[config.mk]
export PLATFORM = sky130hd
export DESIGN_NAME = pio_tx_pull
export DESIGN_NICKNAME = d
export VERILOG_FILES = /design/src/rtl/pio_tx_pull.sv
export SDC_FILE = /design/constraint.sdc
export NUM_CORES = 1
export LEC_CHECK = 0
export CORE_ASPECT_RATIO = 0.7
export CORE_MARGIN = 4
export CORE_UTILIZATION = 46
export CTS_CLUSTER_DIAMETER = 40
export CTS_CLUSTER_SIZE = 8
export DETAILED_ROUTE_END_ITERATION = 8
export PLACE_DENSITY_LB_ADDON = 0.08
export SETUP_SLACK_MARGIN = 0.15
export SLEW_MARGIN = 15
export SYNTH_ARGS = -nofsm -noshare
export SYNTH_HDL_FRONTEND = slang
export SYNTH_SLANG_ARGS = --single-unit
[constraint.sdc]
create_clock -name clk -period 3.36 [get_ports clk]
set_input_delay 0.336 -clock clk [delete_from_list [all_inputs] [get_ports clk]]
set_output_delay 0.336 -clock clk [all_outputs]
set_load 0.05 [all_outputs]
[src/rtl/pio_tx_pull.sv]
// pio_tx_pull: TX FIFO and OSR pull/autopull controller for one PIO state machine
//   clk, reset           : clock, synchronous active-high reset
//   penable              : state-machine clock enable
//   push_*               : system-side FIFO write (valid/ready), fifo_level/empty/full status
//   pull_*, out_req      : decoded PULL/OUT instruction for this cycle, x_reg as PULL noblock source
//   auto_pull, pull_thresh, shift_count : autopull control and OSR fill state
//   osr_set/din/bit_count: OSR load interface, stall: state-machine stall
module pio_tx_pull #(
    parameter int DEPTH = 4,
    parameter int AW    = 2
) (
    input  logic          clk,
    input  logic          reset,
    input  logic          penable,
    input  logic [31:0]   push_data,
    input  logic          push_valid,
    output logic          push_ready,
    output logic [AW:0]   fifo_level,
    output logic          fifo_empty,
    output logic          fifo_full,
    input  logic          pull_req,
    input  logic          pull_block,
    input  logic          pull_ifempty,
    input  logic          out_req,
    input  logic [31:0]   x_reg,
    input  logic          auto_pull,
    input  logic [4:0]    pull_thresh,
    input  logic [5:0]    shift_count,
    output logic          osr_set,
    output logic [31:0]   osr_din,
    output logic [5:0]    osr_bit_count,
    output logic          stall
);
    logic [31:0]   mem [DEPTH];
    logic [AW-1:0] wr_ptr, rd_ptr;
    logic [AW:0]   level;
    logic [5:0]    thr;
    logic          osr_empty, en, noop, pull_fifo, pull_x, pull_stall, auto_pop, auto_stall, push, pop;

    assign fifo_level    = level;
    assign fifo_empty    = level == '0;
    assign fifo_full     = level == (AW+1)'(DEPTH);
    assign push_ready    = !fifo_full;
    assign push          = push_valid && push_ready;
    assign thr           = pull_thresh == '0 ? 6'd32 : {1'b0, pull_thresh};
    assign osr_empty     = shift_count >= thr;
    // Nothing reaches the shifter while reset is held, so a pending PULL dies cleanly.
    assign en            = penable && !reset;
    assign noop          = pull_req && pull_ifempty && !osr_empty;
    assign pull_fifo     = pull_req && !noop && !fifo_empty;
    assign pull_x        = pull_req && !noop && fifo_empty && !pull_block;
    assign pull_stall    = pull_req && !noop && fifo_empty && pull_block;
    assign auto_pop      = !pull_req && auto_pull && osr_empty && !fifo_empty;
    assign auto_stall    = !pull_req && auto_pull && osr_empty && fifo_empty && out_req;
    assign pop           = en && (pull_fifo || auto_pop);
    assign osr_set       = en && (pull_fifo || pull_x || auto_pop);
    assign osr_din       = pop ? mem[rd_ptr] : osr_set ? x_reg : '0;
    assign osr_bit_count = '0;
    assign stall         = en && (pull_stall || auto_stall);

    always_ff @(posedge clk) begin
        if (push) mem[wr_ptr] <= push_data;
    end

    always_ff @(posedge clk) begin
        if (reset) begin
            wr_ptr <= '0;
            rd_ptr <= '0;
            level  <= '0;
        end else begin
            if (push) wr_ptr <= wr_ptr + AW'(1);
            if (pop) rd_ptr <= rd_ptr + AW'(1);
            level <= level + (AW+1)'(push) - (AW+1)'(pop);
        end
    end
endmodule
==> metrics.txt <==
Worst Path Max Fanout=9; max-cap viol count=0; All-Layer GR Usage=around 16%; DRC=0; worst skew pair latency=roughly 0.41 ns; worst-case clock skew=approximately 0.011 ns; DPL Wire Length=~7.4 mm; first-pass iteration count of the detailed router=5; gpl congestion=between 0.7 and 0.8; pin count of the biggest net entering global routing=36; final setup violating endpoints=0; Core Area=~0.013 mm2; FF+latch count, synth=between 100 and 150; Final Slew Violations=0; RSZ-0062 raised after global routing=false; area grow syn2layout=39.8%; final setup TNS=0 ns; critical path type=input pin to primary output; Site Rows=34; design area=0.00852 mm2; Vias/cell=around 5.2; HP Class=flop to flop; initial antenna violation count=0; Syn Inst Count=between 300 and 400; clock transition at the registers of the reported paths=around 0.06 ns; fin crit share=91.5%; nets@finish=between 500 and 600; prevailing post-synth register cell=edfxtp_1; Routed WL=between 10 and 15 mm; CTS tree=yes; Top delay family on crit path=buffers and inverters; Worst path max stage delay=about 0.4 ns; M1 wire length=5.53 mm; H-tree levels=4; worst path buffer plus inverter count=6; IO Pins=130; yosys warns=0; worst slew pin tran=a little over 0.9 ns; Vert. Die Dim=between 100 and 150 um; initial core utilization=48.1%; most used cell, CP=buf_12; Netlist Area Pre-Place=just over 0.006 mm2; clock root buffer=clkbuf_16; CP Data Arrival Time=2.74 ns; most frequent cells in the layout=edfxtp_1, clkdlybuf4s50_1, inv_1, buf_12, mux4_2; GRT overflow=0; Post-DRT Antenna Nets=0; Detail Route met3 WL=729 um; CP Launch Type=input pin; Die X=146 um; n_diodes=0; minimum clock period=~3 ns; fillers=slightly below 900; highest clock rate=325 MHz; Inserted Clock Buffers=17; Critical Path End Type=primary output; Crit path required time=3.02 ns; # port buffers=~120; VDD IR-drop max=between 0.0004 and 0.0005 V; relative slew slack=38.6%; Final Hold Viols=0; met2 wire length=approximately 5.9 mm; drt wl/cell=19.1 um; area of the die=~0.015 mm2; first-pass GRT wire length=19.1 mm; number of flops mapped to enable cells by yosys=128; top routing layer used=met4; Area after DPL=about 0.0078 mm2; most common cell after layout, fill and taps aside=edfxtp_1; post-synthesis sequential area ratio=66.0%; clk buf depth=2; worst path cell trace=clkdlybuf4s50_1 -> inv_1 -> nand3_2 -> ha_4 -> nand2_2 -> o211a_1 -> o21ai_2 -> buf_4 -> and2_4 -> and3b_2 -> buf_12 -> buf_12 -> o2bb2ai_1 -> clkbuf_16; share of layout cells above drive strength 1=between 30% and 40%; Post-CTS Hold Fix Bufs=0; crit path max-delay cell type=clkdlybuf4s50_1; pwr dens=about 640 mW/mm2; syn_area_per_cell=18.5 um2; clock sink count=137; vias in the first global route=between 3,000 and 4,000; leak pwr=between 3 and 4 nW; outcome=finished clean; FFs w/ async S/R, synth=0%; via count=3,328; Netlist cell types=43; Starting DRT DRC Count=164
synth_stat cells, types with 2 or more instances:
| master | instances | area share, % |
|---|---|---|
| nand2_1 | 6 | 0.37 |
| mux4_2 | 32 | 12 |
| xnor2_1 | 3 | 0.43 |
| buf_1 | 3 | 0.18 |
| and3_1 | 4 | 0.41 |
| dfxtp_1 | 9 | 3.0 |
| buf_8 | 3 | 0.74 |
| buf_2 | 4 | 0.33 |
| o2bb2ai_2 | 30 | 7.4 |
| inv_1 | 44 | 2.7 |
| nor2_1 | 5 | 0.31 |
| ha_1 | 12 | 2.5 |
| nor2b_1 | 2 | 0.21 |
| a21oi_1 | 3 | 0.25 |
| o2bb2ai_1 | 2 | 0.29 |
| nor3_1 | 2 | 0.16 |
| buf_6 | 2 | 0.37 |
| nand2b_1 | 3 | 0.31 |
| edfxtp_1 | 128 | 63 |
| buf_4 | 6 | 0.74 |
| mux2i_1 | 2 | 0.33 |
| buf_12 | 3 | 0.99 |
| a21oi_2 | 2 | 0.29 |
through the flow:
stage | util [%] | instances | hold WS (ns) | setup WS (ns) | total power, W
after floorplan | - | 335 | 0.405 | 0.162 | 0.00294
after global placement | 61.3 | 605 | 0.466 | -0.0629 | 0.00340
after detailed placement | 61.3 | 605 | 0.487 | -0.148 | 0.00342
after CTS | 67.2 | 640 | 0.496 | 0.216 | 0.00546
after global routing | 67.2 | 640 | 0.506 | 0.170 | 0.00563
final | 67.2 | 640 | 0.483 | 0.286 | 0.00541
final timing paths:
path / start / end / slack, ns / depth (start not counted)
setup / recovery: pull_thresh[4] / osr_din[31] / 0.29 / 14
hold / removal: rd_ptr[1]$_SDFFE_PP0N_ / flop / 0.48 / 2
setup reg to reg: fifo_level[1]$_SDFF_PP0_ / fifo_level[2]$_SDFF_PP0_ / 1.02 / 11
hold reg to reg: rd_ptr[1]$_SDFFE_PP0N_ / flop / 0.48 / 2
layer usage:
layer,track usage (%),vias up
met5,0,-
met4,5.15,0
met3,5.53,6
met2,26.0,102
met1,21.6,1684
li1,-,1536
logic make-up (layout without fill, tap and decap cells):
family                   count (synthesis)  after routing  synth area share [%]
AO/OA/AOI/OAI                           43             43                  9.32
XOR/XNOR                                 3              3                 0.431
adder cells (fa/ha/maj)                 13             13                  2.79
buffers and inverters                   67            210                  6.18
flip-flops                             137            137                  66.0
multiplexers                            34             34                  12.2
other                                    1              6                0.0615
AND/OR/NAND/NOR                         32             32                  3.06
registers in the layout, indices dropped and copies added (netlist names), named ones only:
name and cells:
fifo_level 3, wr_ptr 2, rd_ptr 2, mem 128
repair_timing:
item                       CTS  global route
gates resized for setup      9             3
gates cloned                 1             0
setup buffers                2             0
pin swaps                    5             1
setup endpoints to repair   33             1
hold endpoints to repair     0             0
power breakdown:
group | switching, W | total, W | internal (W)
Sequential | 0.0000836 | 0.00214 | 0.00206
Clock | 0.000708 | 0.00203 | 0.00132
Combinational | 0.000666 | 0.00124 | 0.000574
worst register-to-register path: stages, from the launching register on:
cell,delay [ns]
dfxtp_1,0.44
nor2_1,0.08
nand2_1,0.16
and2_1,0.21
inv_1,0.09
ha_1,0.27
inv_1,0.04
ha_1,0.18
fa_1,0.37
xnor2_1,0.19
xnor2_1,0.14
nor2_1,0.05
cell type report:
class	count	area [um2]	share of cell area (%)
clock inverter	14	219	2.57
timing repair buffer	133	1720	20.2
clock buffer	18	429	5.04
sequential	137	4030	47.2
inverter	45	169	1.98
tap	162	203	2.38
multi-input combinational	131	1760	20.6
Power figures use the tool's default switching activity.
